--- config.mk ---
export PLATFORM = sky130hd
export DESIGN_NAME = executor
export DESIGN_NICKNAME = d
export VERILOG_FILES = /design/src/rtl/pipeline_pkg.sv /design/src/rtl/mul_seq.sv /design/src/rtl/executor.sv
export SDC_FILE = /design/constraint.sdc
export NUM_CORES = 1
export LEC_CHECK = 0
export ABC_AREA = 1
export CAP_MARGIN = 20
export CORE_ASPECT_RATIO = 1.75
export CORE_UTILIZATION = 30
export DETAILED_ROUTE_END_ITERATION = 7
export PLACE_DENSITY = 0.42
export REMOVE_ABC_BUFFERS = 1
export SLEW_MARGIN = 20
export SYNTH_ARGS = -nofsm -noshare
export SYNTH_HDL_FRONTEND = slang
export SYNTH_SLANG_ARGS = --single-unit
--- constraint.sdc ---
create_clock -name i_CLK -period 6.2 [get_ports i_CLK]
set_input_delay 1.24 -clock i_CLK [delete_from_list [all_inputs] [get_ports i_CLK]]
set_output_delay 1.24 -clock i_CLK [all_outputs]
set_load 0.01 [all_outputs]
--- src/rtl/pipeline_pkg.sv ---
// Shared definitions for the execute stage: size defaults, opcode values and the
// executor FSM encoding.
package pipeline_pkg;

    localparam int WORD_SIZE_DEFAULT = 16;
    localparam int ADDR_SIZE_DEFAULT = 5;

    localparam logic [3:0] OP_ADD = 4'd0;
    localparam logic [3:0] OP_SUB = 4'd1;
    localparam logic [3:0] OP_AND = 4'd2;
    localparam logic [3:0] OP_OR  = 4'd3;
    localparam logic [3:0] OP_XOR = 4'd4;
    localparam logic [3:0] OP_SHL = 4'd5;
    localparam logic [3:0] OP_SHR = 4'd6;
    localparam logic [3:0] OP_MUL = 4'd7;

    typedef enum logic [1:0] {
        ST_IDLE = 2'd0,
        ST_MUL  = 2'd1,
        ST_DONE = 2'd2
    } exec_state_t;

    // Opcodes below MUL complete in the cycle after acceptance; 8-15 are NOPs.
    function automatic logic is_single_cycle(input logic [3:0] op);
        return op < OP_MUL;
    endfunction

endpackage

--- src/rtl/mul_seq.sv ---
// Sequential shift-add multiplier: one partial product per cycle, WIDTH cycles
// per multiply. done pulses alongside the final product.
module mul_seq
    import pipeline_pkg::*;
#(
    parameter int WIDTH = WORD_SIZE_DEFAULT
) (
    input  logic               clk,
    input  logic               reset,
    input  logic               start,
    input  logic [WIDTH-1:0]   a,
    input  logic [WIDTH-1:0]   b,
    output logic               done,
    output logic [2*WIDTH-1:0] product
);

    localparam int CW = $clog2(WIDTH);

    logic               running;
    logic [CW-1:0]      count;
    logic [2*WIDTH-1:0] mcand;
    logic [2*WIDTH-1:0] acc;
    logic [2*WIDTH-1:0] acc_next;
    logic [WIDTH-1:0]   mplier;

    // The product leaves combinationally so the last iteration lands directly in
    // the executor's writeback registers.
    always_comb begin
        acc_next = acc;
        if (mplier[0]) begin
            acc_next = acc + mcand;
        end
    end

    assign done    = running && (count == CW'(WIDTH - 1));
    assign product = acc_next;

    always_ff @(posedge clk) begin
        if (reset) begin
            running <= 1'b0;
            count   <= '0;
            acc     <= '0;
            mcand   <= '0;
            mplier  <= '0;
        end else if (start) begin
            running <= 1'b1;
            count   <= '0;
            acc     <= '0;
            mcand   <= {{WIDTH{1'b0}}, a};
            mplier  <= b;
        end else if (running) begin
            acc     <= acc_next;
            mcand   <= mcand << 1;
            mplier  <= mplier >> 1;
            count   <= count + CW'(1);
            if (done) begin
                running <= 1'b0;
            end
        end
    end

endmodule

--- src/rtl/executor.sv ---
// Execute stage: single-cycle ALU with writeback forwarding, plus a multi-cycle
// multiply sequenced by a small IDLE/MUL/DONE FSM.
module executor
    import pipeline_pkg::*;
#(
    parameter int WORD_SIZE = WORD_SIZE_DEFAULT,
    parameter int ADDR_SIZE = ADDR_SIZE_DEFAULT
) (
    input  logic                 i_CLK,
    input  logic                 i_RST,
    input  logic                 i_valid,
    input  logic [3:0]           i_opcode,
    input  logic [WORD_SIZE-1:0] i_pipedata_A,
    input  logic [WORD_SIZE-1:0] i_pipedata_B,
    input  logic [ADDR_SIZE-1:0] i_pipeaddr_A,
    input  logic [ADDR_SIZE-1:0] i_pipeaddr_B,
    input  logic [ADDR_SIZE-1:0] i_wraddr,
    output logic                 o_busy,
    output logic                 o_wren,
    output logic [WORD_SIZE-1:0] o_result,
    output logic [ADDR_SIZE-1:0] o_wraddr,
    output logic                 o_flag_zero,
    output logic                 o_flag_carry
);

    localparam int SHIFT_W = $clog2(WORD_SIZE);

    exec_state_t state, state_next;

    logic                   accept;
    logic [WORD_SIZE-1:0]   op_a, op_b;
    logic [WORD_SIZE:0]     sum, diff;
    logic [WORD_SIZE-1:0]   alu_result;
    logic                   alu_carry;
    logic                   mul_start, mul_done;
    logic [2*WORD_SIZE-1:0] mul_product;
    logic [ADDR_SIZE-1:0]   mul_dest;
    logic                   busy_next, wren_next, zero_next, carry_next;
    logic [WORD_SIZE-1:0]   result_next;
    logic [ADDR_SIZE-1:0]   wraddr_next;

    assign accept = i_valid && !o_busy;

    // A result being written back this cycle has not reached the register file
    // yet, so it overrides the stale operand read upstream.
    assign op_a = (o_wren && (o_wraddr == i_pipeaddr_A)) ? o_result : i_pipedata_A;
    assign op_b = (o_wren && (o_wraddr == i_pipeaddr_B)) ? o_result : i_pipedata_B;

    assign sum  = {1'b0, op_a} + {1'b0, op_b};
    assign diff = {1'b0, op_a} - {1'b0, op_b};

    always_comb begin
        alu_result = '0;
        alu_carry  = 1'b0;
        case (i_opcode)
            OP_ADD: begin
                alu_result = sum[WORD_SIZE-1:0];
                alu_carry  = sum[WORD_SIZE];
            end
            OP_SUB: begin
                alu_result = diff[WORD_SIZE-1:0];
                alu_carry  = diff[WORD_SIZE];
            end
            OP_AND:  alu_result = op_a & op_b;
            OP_OR:   alu_result = op_a | op_b;
            OP_XOR:  alu_result = op_a ^ op_b;
            OP_SHL:  alu_result = op_a << op_b[SHIFT_W-1:0];
            OP_SHR:  alu_result = op_a >> op_b[SHIFT_W-1:0];
            default: ;
        endcase
    end

    mul_seq #(
        .WIDTH(WORD_SIZE)
    ) u_mul (
        .clk    (i_CLK),
        .reset  (i_RST),
        .start  (mul_start),
        .a      (op_a),
        .b      (op_b),
        .done   (mul_done),
        .product(mul_product)
    );

    // DONE behaves like IDLE for acceptance, which gives back-to-back issue
    // straight after a multiply completes.
    always_comb begin
        state_next  = state;
        wren_next   = 1'b0;
        result_next = o_result;
        wraddr_next = o_wraddr;
        zero_next   = o_flag_zero;
        carry_next  = o_flag_carry;
        mul_start   = 1'b0;
        case (state)
            ST_MUL: begin
                if (mul_done) begin
                    state_next  = ST_DONE;
                    wren_next   = 1'b1;
                    result_next = mul_product[WORD_SIZE-1:0];
                    wraddr_next = mul_dest;
                    zero_next   = (mul_product[WORD_SIZE-1:0] == '0);
                    carry_next  = |mul_product[2*WORD_SIZE-1:WORD_SIZE];
                end
            end
            default: begin
                state_next = ST_IDLE;
                if (accept) begin
                    if (is_single_cycle(i_opcode)) begin
                        wren_next   = 1'b1;
                        result_next = alu_result;
                        wraddr_next = i_wraddr;
                        zero_next   = (alu_result == '0);
                        carry_next  = alu_carry;
                    end else if (i_opcode == OP_MUL) begin
                        mul_start  = 1'b1;
                        state_next = ST_MUL;
                    end
                end
            end
        endcase
        busy_next = (state_next == ST_MUL);
    end

    always_ff @(posedge i_CLK) begin
        if (i_RST) begin
            state        <= ST_IDLE;
            o_busy       <= 1'b0;
            o_wren       <= 1'b0;
            o_result     <= '0;
            o_wraddr     <= '0;
            o_flag_zero  <= 1'b0;
            o_flag_carry <= 1'b0;
            mul_dest     <= '0;
        end else begin
            state        <= state_next;
            o_busy       <= busy_next;
            o_wren       <= wren_next;
            o_result     <= result_next;
            o_wraddr     <= wraddr_next;
            o_flag_zero  <= zero_next;
            o_flag_carry <= carry_next;
            if (mul_start) begin
                mul_dest <= i_wraddr;
            end
        end
    end

endmodule

# Word-level counts from Yosys, hierarchy flattened
# Index checks and enable logic that the tools add are counted.
# word_totals
in_bits	54
ff_bits	117
out_inout_bits	25
elab_cells	92
# op_classes
n_addsub	4
magnitude_cmp	1
shift	2
n_reduce_logical	14
eq_ne	13
muxes	41
n_bitwise	3
# ops
op	count
$mux W16	10
$pmux W16 S7	1
$add A32 B32 Y32	1
$logic_not A16 Y1	2
$mux W32	1
$mux W1	22
$mux W5	4
$add A16 B16 Y17	1
$sub A16 B16 Y17	1
$and A16 B16 Y16	1
$eq A4 B3 Y1 const B	4
$or A16 B16 Y16	1
$reduce_or A16 Y1	1
$shl A16 B4 Y16	1
$shr A16 B4 Y16	1
$xor A16 B16 Y16	1
$eq A5 B5 Y1	2
$eq A4 B2 Y1 const B	2
$reduce_bool A2 Y1	3
$add A4 B1 Y4 const B	1
$eq A2 B1 Y1 const B	2
$eq A4 B1 Y1 const B	1
$eq A4 B4 Y1 const B	1
$logic_and A1 B1 Y1	4
8 further kinds	9

# Longest topological paths before layout
# Gate-level depths: netlist of run 1.
# logic_depth
ltp_word	9
mapped_depth	31

# Hierarchy
# A second synthesis of run 1 with hierarchy kept.
# hier_totals
hier_cells	2118
area_unflattened_um2	12475.7
# by_module_without_submodules
mod	seq_area_each_um2	area_each_um2	cells_per_inst	instances
executor	640.6	6368.6	1109	1
mul_seq	1701.6	6107.1	1009	1

# Worst setup path before layout of run 1
# OpenSTA, ideal clock, no wires.
# synth_path
path_type	input to register
from	input port i_pipeaddr_B[0]
to	register o_flag_zero
required_ns	6.130
setup_slack_ns	1.890
path_buffers	2
t_arrival_ns	4.240
stages	27
setup_ns	0.070
path_cell_list	inv_1 -> nand2_1 -> nand2_1 -> nor2_4 -> nand3_2 -> buf_2 -> clkbuf_1 -> o21ai_0 -> inv_1 -> ha_1 -> inv_1 -> nand2_1 -> nor3_1 -> nand3_1 -> nand3_1 -> nand2_1 -> nand3_1 -> nand3_1 -> a21oi_1 -> nor2_1 -> nor2_1 -> nand2_1 -> nor2_1 -> nand2_1 -> nor2_1 -> nand3_1 -> a21oi_1
# synth_between
elab_chain_cells	9
# synth_rtl
item	line_no	source
from (decl)	executor.sv:16	input logic [ADDR_SIZE-1:0] i_pipeaddr_B,
$eq A5 B5 Y1 *	executor.sv:47	assign op_b = (o_wren && (o_wraddr == i_pipeaddr_B)) ? o_result : i_pipedata_B;
$logic_and A1 B1 Y1 *	executor.sv:47	
$mux W16 *	executor.sv:47	
$sub A16 B16 Y17 (tied with other cells)	executor.sv:50	assign diff = {1'b0, op_a} - {1'b0, op_b};
$pmux W16 S7 *	executor.sv:55	case (i_opcode)
$logic_not A16 Y1 *	executor.sv:113	zero_next = (alu_result == '0);
$mux W1 *	executor.sv:109	if (is_single_cycle(i_opcode)) begin
$mux W1 *	executor.sv:108	if (accept) begin
$mux W1 *	executor.sv:95	case (state)
to (signal assigned)	executor.sv:141	o_flag_zero <= zero_next;
to (decl)	executor.sv:22	output logic o_flag_zero,
# Every way passes the cells marked *; elsewhere a longest branch is shown, timed or not. The select of a mux whose other input is x is not followed.
# A chain may end at the register's enable or synchronous reset.

# Worst setup path after layout of run 1
# Ends and elaborated chain as after synthesis.

==> flow_metrics.py, run 1 <==
metrics = {
    "drt": {
        "routedWlPerCell_um": 22.4,
        "drt_wl_total_um": 56300,
        "drt_iter0_drc": 654,
        "firstDrtPassIters": 5,
        "via_per_inst": 5.22,
        "ant_nets": 0,
        "vias": 13100,
        "drc_errors": 0,
    },
    "clock_tree": {
        "cts_sinks": 117,
        "post-cts-setup-buffer-count": 0,
        "cts_hold_repair.buffers": 0,
        "cts_buffers": 17,
        "cts_resized": 0,
        "cts-root-buf": "clkbuf_16",
        "cts_tree": "yes",
        "htree_num_levels": 4,
        "clockBufferDepth": 2,
        "path_clk_slew_ps": 60,
        "clk_latency_ps": 430,
    },
    "synth": {
        "ys_seq_area_frac": 0.204,
        "synth_top_area_cell": "dfxtp_1",
        "synthFlopType": "dfxtp_1",
        "synth_top_cells_by_area": "dfxtp_1 (20%), nand2_1 (17%), ha_1 (8.9%), inv_1 (8.6%), nand3_1 (8.4%)",
        "syn-cell-area_um2": 11500,
        "ys_seq_elements": 117,
        "synth_cell_type_count": 48,
        "yosysTopAreaCellShare": 0.204,
        "avgSynthCellArea_um2": 5.86,
        "yosysWarnings": 0,
        "async_flop_share": 0,
        "synth-edff-count": 0,
        "netlist_instances": 1963,
    },
    "timing": {
        "grt_setup_unrepaired": "no",
        "finalCriticalPeriod_ps": 5410,
        "hold_viol": 0,
        "setup_tns_ps": 0,
        "fin_skew_ps": 7.55,
        "setup-violations-final": 0,
        "clock.fmax_mhz": 185,
        "period_share": 0.872,
        "worst_pin_slew_ps": 1030,
        "slew_headroom": 0.315,
        "fin_hold_ws_ps": 445,
        "final.setup.worst_slack_ps": 793,
        "final_max_slew_viol_count": 0,
    },
    "floorplanning": {
        "io_pins": 79,
        "die_height_um": 261,
        "die_x_um": 150,
        "die_area_um2": 39100,
        "num_rows": 94,
        "coreArea_um2": 37600,
        "start_util": 0.306,
    },
    "global_routing": {
        "overflow": 0,
        "grt_pass1_wl_um": 81700,
        "grt_max_degree": 94,
        "grt_pass1_vias": 13000,
        "grt_use_met3": 0.0387,
        "antenna_found_initial": 0,
        "gr-usage-all-layers": 0.291,
        "use_met2": 0.588,
        "busiest_layer": "met2",
        "use_met1": 0.255,
    },
    "placed_design": {
        "place.detailed.hpwl_um": 45900,
        "place.gp.congestion": 1.01,
        "dp_slack_ps": 387,
        "place_area_um2": 12800,
        "io_buffers": 78,
    },
    "power": {
        "power_density_nw_per_um2": 181,
        "power.leakage_nw": 6.47,
        "ir_worst_vdd_v": 0.000192,
        "power.total_mw": 2.43,
    },
    "layout": {
        "nets": 2158,
        "design_area_um2": 13400,
        "area_growth_pct": 16.8,
        "drive_above_1_share": 0.0630,
        "fill_cells": 4278,
        "num_antenna_cells": 0,
    },
    "worst_setup_path": {
        "path_max_fanout": 12,
        "rr_startpoint": "o_wraddr[4]",
        "cp.arrival_ps": 5770,
        "worstSetupPathType": "in2reg",
        "start_kind": "primary input",
        "critPathCaptureType": "flop",
        "cp.required_ps": 6560,
        "crit_start": "i_pipeaddr_B[0]",
    },
    "worst_hold_path": {
        "min_path_type": "reg2reg",
        "min_from": "mul_dest[4]",
    },
    "job": {
        "maxCapViolCount": 0,
    },
    "run_status": {
        "status": "finished clean",
    },
}
[kinds of logic (layout without fill, tap and decap cells)]
family	count (synthesis)	after routing	share of synthesized area
AO/OA/AOI/OAI	412	412	0.202
XOR/XNOR	21	21	0.0160
adder cells (fa/ha/maj)	84	84	0.0927
buffers and inverters	360	430	0.124
flip-flops	117	117	0.204
multiplexers	2	2	0.00174
AND/OR/NAND/NOR	967	967	0.360
[cell usage after synthesis (3+ instances only)]
cell type and n:
nand3b_1 3, a31oi_1 38, nor3_1 23, nor2_4 7, o221ai_1 9, xnor2_1 5
nand4_1 39, o21a_1 6, buf_1 4, o21ai_2 6, o21ai_1 6, buf_4 5
inv_2 10, clkinv_1 3, or2_2 8, nand2_2 8, nor2_1 151, clkbuf_1 53
a21o_1 4, a21oi_1 151, buf_2 18, xor2_1 16, o21ai_0 146, o21bai_1 6
nor4_1 5, inv_1 262, nand3_1 194, o211ai_1 19, dfxtp_1 117, nand2_1 524
o22ai_1 8, ha_1 82, buf_6 4
[critical path: stages]
cell	delay, ps
clkdlybuf4s50_1	500
inv_1	50
nand2_1	50
nand2_1	80
nor2_4	190
nand3_2	360
o21ai_0	540
inv_1	140
ha_1	440
inv_1	160
nand2_1	150
nor2_1	60
nor3_1	360
nand3_1	220
nand3_1	130
nand3_1	140
o21ai_0	180
nor2_1	70
nor2_1	160
nand2_1	100
nor2_1	100
nand2_1	60
nor2_1	80
nand3_1	70
a21oi_1	150
[report_power, final]
part / leakage (nW) / switching (mW) / internal [mW] / total, mW
combinational: 5.24 / 0.423 / 0.202 / 0.625
clock: 0.283 / 0.399 / 0.617 / 1.02
sequential: 0.947 / 0.0191 / 0.770 / 0.789
total: 6.47 / 0.842 / 1.59 / 2.43
[per-layer routing]
| metal | up-vias | wire length (um) |
|---|---|---|
| li1 | 6582 | - |
| met4 | 0 | 4380 |
| met5 | - | 0 |
| met3 | 144 | 1620 |
| met2 | 285 | 31900 |
| met1 | 6099 | 18400 |
[area by class of cell]
type                       instances  area (um^2)  area share
clock inverter                    13          148      0.0110
multi-input combinational       1486         7740       0.576
sequential                       117         2340       0.174
clock buffer                      19          453      0.0337
timing repair buffer             122         1110      0.0824
tap                              480          601      0.0447
inverter                         276         1040      0.0773
[worst paths after layout]
check | depth (start not counted) | to | slack [ps]
max reg2reg | 24 | o_flag_zero | 1620
min reg2reg | 2 | mul_dest[4] | 440
min | 2 | mul_dest[4] | 440
max | 25 | o_flag_zero | 790
[cells in the final DEF (no fill, tap or decap), drive strengths merged, types with 19 or more instances in the layout]
cell type	Yosys	final
nand3	196	196
a31oi	38	38
o21ai	160	160
nand4	39	39
dfxtp	117	117
clkbuf	53	19
nor2	160	160
nor3	23	23
a21oi	151	151
ha	82	82
nand2	532	532
o211ai	19	19
inv	273	276
buf	31	45
clkdlybuf4s50	0	77
[state kept, by name, indices dropped and copies added, names as in the netlist]
signal	count
o_wren	1
u_mul.acc	32
o_result	16
u_mul.mcand	32
o_flag_carry	1
u_mul.mplier	16
u_mul.running	1
o_wraddr	5
mul_dest	5
o_busy	1
state	2
u_mul.count	4
o_flag_zero	1
[metrics by stage]
step,cells,utilization
after floorplan,1879,-
after global placement,2481,0.341
after detailed placement,2481,0.341
after CTS,2513,0.357
after global routing,2513,0.357
final,2513,0.357
Note: power is estimated with default switching activity, not from simulation.
==> run 2, diff against run 1 <==
--- a/config.mk
+++ b/config.mk
@@ -5,10 +5,10 @@
 export SDC_FILE = /design/constraint.sdc
 export NUM_CORES = 1
 export LEC_CHECK = 0
-export ABC_AREA = 1
 export CAP_MARGIN = 20
 export CORE_ASPECT_RATIO = 1.75
 export CORE_UTILIZATION = 30
+export CTS_BUF_LIST = sky130_fd_sc_hd__clkbuf_16
 export DETAILED_ROUTE_END_ITERATION = 7
 export PLACE_DENSITY = 0.42
 export REMOVE_ABC_BUFFERS = 1
==> run 2 against run 1 <==
Compared with the run above: critical path depth fell by 2; count of clock-buffer cells in the layout decreased by 1; die area up 0.18%; worst setup slack got worse by 530 ps; clock skew grew 5.7 ps.
==> flow_metrics.py, run 2 <==
metrics = {
    "synth": {
        "synth_top_area_cell": "dfxtp_1",
        "synthMuxAreaShare": 0.0824,
        "netlist_instances": 1536,
        "synth_top_cells_by_area": "dfxtp_1 (20%), ha_1 (8.9%), mux2i_1 (6.5%), a211oi_1 (6.0%), nor2_1 (5.6%)",
        "synth-simple-area-share": 0.217,
        "ys_top_cells_by_count": "nor2_1 (171), nand2_1 (134), dfxtp_1 (117)",
        "synth_compound_area_frac": 0.305,
        "yosysWarnings": 0,
        "ys_seq_area_frac": 0.203,
        "synth-edff-count": 0,
        "synth_top_family_by_area": "compound AO/OA/AOI/OAI gates",
        "syn-cell-area_um2": 11500,
        "synthXorXnorAreaFrac": 0.0373,
        "synth_cell_type_count": 99,
        "synthFlopType": "dfxtp_1",
        "avgSynthCellArea_um2": 7.50,
        "async_flop_share": 0,
        "synthAdderAreaFrac": 0.0925,
        "yosysTopAreaCellShare": 0.203,
        "synth.most_common_cell": "nor2_1",
        "ys_seq_elements": 117,
    },
    "floorplanning": {
        "io_pins": 79,
        "start_util": 0.305,
        "die_height_um": 261,
        "num_rows": 94,
        "coreArea_um2": 37800,
        "die_x_um": 150,
        "die_area_um2": 39200,
    },
    "placed_design": {
        "place.gp.congestion": 0.974,
        "place_area_um2": 13700,
        "io_buffers": 78,
        "place.detailed.hpwl_um": 43200,
    },
    "timing": {
        "worst_pin_slew_ps": 950,
        "finalCriticalPeriod_ps": 5940,
        "final_max_slew_viol_count": 0,
        "period_share": 0.957,
        "setup-violations-final": 0,
        "fin_skew_ps": 13.2,
        "hold_viol": 0,
        "slew_headroom": 0.363,
        "clock.fmax_mhz": 168,
        "setup_tns_ps": 0,
    },
    "clock_tree": {
        "cts_hold_repair.buffers": 0,
        "path_clk_slew_ps": 60,
        "clk_latency_ps": 430,
        "cts-root-buf": "clkbuf_16",
        "cts_buffers": 17,
        "cts_sinks": 117,
        "cts_tree": "yes",
        "htree_num_levels": 4,
        "clockBufferDepth": 2,
    },
    "layout": {
        "area_growth_pct": 24.8,
        "layout_common_cells": "nor2_1 (170), buf_4 (168), nand2_1 (134)",
        "num_antenna_cells": 0,
        "nets": 1842,
        "layout_commonest_cell": "nor2_1",
        "utilization": 0.381,
        "drive_above_1_share": 0.154,
        "top_regs": "u_mul.acc x32, u_mul.mcand x32",
        "design_area_um2": 14400,
    },
    "global_routing": {
        "grt_max_degree": 70,
        "antenna_found_initial": 0,
        "overflow": 0,
        "grt_pass1_wl_um": 79700,
        "gr-usage-all-layers": 0.276,
        "grt_pass1_vias": 12700,
    },
    "power": {
        "ir_worst_vdd_v": 0.000168,
        "power_density_nw_per_um2": 174,
        "power.leakage_nw": 5.67,
    },
    "drt": {
        "via_per_inst": 5.80,
        "firstDrtPassIters": 5,
        "drt_wl_total_um": 53700,
        "drt_iter0_drc": 795,
        "ant_nets": 0,
        "routedWlPerCell_um": 24.4,
        "drc_errors": 0,
        "vias": 12700,
    },
    "worst_setup_path": {
        "cp.required_ps": 6580,
        "start_kind": "primary input",
        "cpPeakStageDelay_ps": 520,
        "cp.buffers_inverters": 6,
        "cp.arrival_ps": 6310,
        "critPathCaptureType": "flop",
        "cpLargestDelayFamily": "simple AND/OR/NAND/NOR gates",
        "worstSetupPathType": "in2reg",
        "cpMostUsedCell": "buf_4",
        "path_max_fanout": 10,
        "slowest_stage": "or4_4",
        "cp_cell_sequence": "clkdlybuf4s50_1 -> xnor2_2 -> buf_4 -> nand4_1 -> buf_4 -> buf_4 -> nor2_2 -> a21o_1 -> ha_1 -> nor2b_1 -> o21ai_0 -> buf_4 -> a311oi_1 -> buf_4 -> a211o_1 -> xnor2_1 -> nor2_1 -> or4_1 -> or4_4 -> nor4b_2 -> nand4b_1 -> or4_1 -> nand2_1",
    },
    "job": {
        "maxCapViolCount": 0,
    },
    "worst_hold_path": {
        "min_path_type": "reg2reg",
    },
    "run_status": {
        "status": "finished clean",
    },
}
==> run 2: cell count changes in the layout (fill, tap and decap cells not counted), sizes merged, moves of 78 or more <==
cell and delta:
o21ai -78, nand3 -155, buf +125, inv -202, nand2 -392, a211oi +91
==> run 2: layout make-up <==
type,instances,area (um^2)
multi-input cells,1254,8510
fillers,4002,23400
clock buffers,18,450
inverters,67,254
clock inverters,14,160
repair buffers,247,2060
flip-flops and latches,117,2350
well taps,480,601
==> run 2: report_power, final <==
part           switching [mW]  internal, mW
combinational           0.393         0.286
sequential             0.0243         0.769
clock                   0.410         0.627
==> run 2: logic make-up (layout without fill, tap and decap cells) <==
| group | after synthesis | after routing |
|---|---|---|
| AND/OR/NAND/NOR | 520 | 520 |
| buffers and inverters | 165 | 346 |
| multiplexers | 89 | 89 |
| AO/OA/AOI/OAI | 512 | 512 |
| flip-flops | 117 | 117 |
| XOR/XNOR | 49 | 49 |
| adder cells (fa/ha/maj) | 84 | 84 |
==> run 2: final timing paths <==
| check | start | to | slack, ps | cells past startpoint |
|---|---|---|---|---|
| worst max-delay path | i_pipeaddr_A[1] | o_flag_zero | 260 | 23 |
| worst min register to register | mul_dest[3] | mul_dest[3] | 460 | 2 |
| worst min-delay path | mul_dest[3] | mul_dest[3] | 460 | 2 |
| worst max register to register | o_wraddr[1] | o_flag_zero | 1070 | 22 |
==> run 2: through the flow <==
stage | total power [mW] | cells | setup slack (ps) | hold slack (ps)
2_1_floorplan | 1.14 | 1438 | 31.4 | 431
3_3_place_gp | 1.48 | 2165 | -234 | 444
3_5_place_dp | 1.47 | 2165 | -259 | 447
4_1_cts | 2.52 | 2197 | 175 | 457
5_1_grt | 2.61 | 2197 | -10.1 | 473
6_report | 2.51 | 2197 | 264 | 455
==> run 2: what timing repair did <==
item / 4_1_cts / 5_1_grt
endpoints found under the setup margin: 0 / 2
gates resized for setup: 0 / 9
buffers inserted: 0 / 0
==> run 2: per-layer routing <==
metal / routed length (um) / GRT usage
met3: 1810 / 0.0267
met4: 3200 / 0.160
met5: 0 / 0
met2: 28900 / 0.528
met1: 19800 / 0.288
==> run 2: tightest hold or removal path: cells and delay by family, from the launching register on <==
| kind | cells | cell delay [ps] |
|---|---|---|
| flops | 1 | 310 |
| compound gates | 1 | 50 |
| simple gates | 1 | 50 |
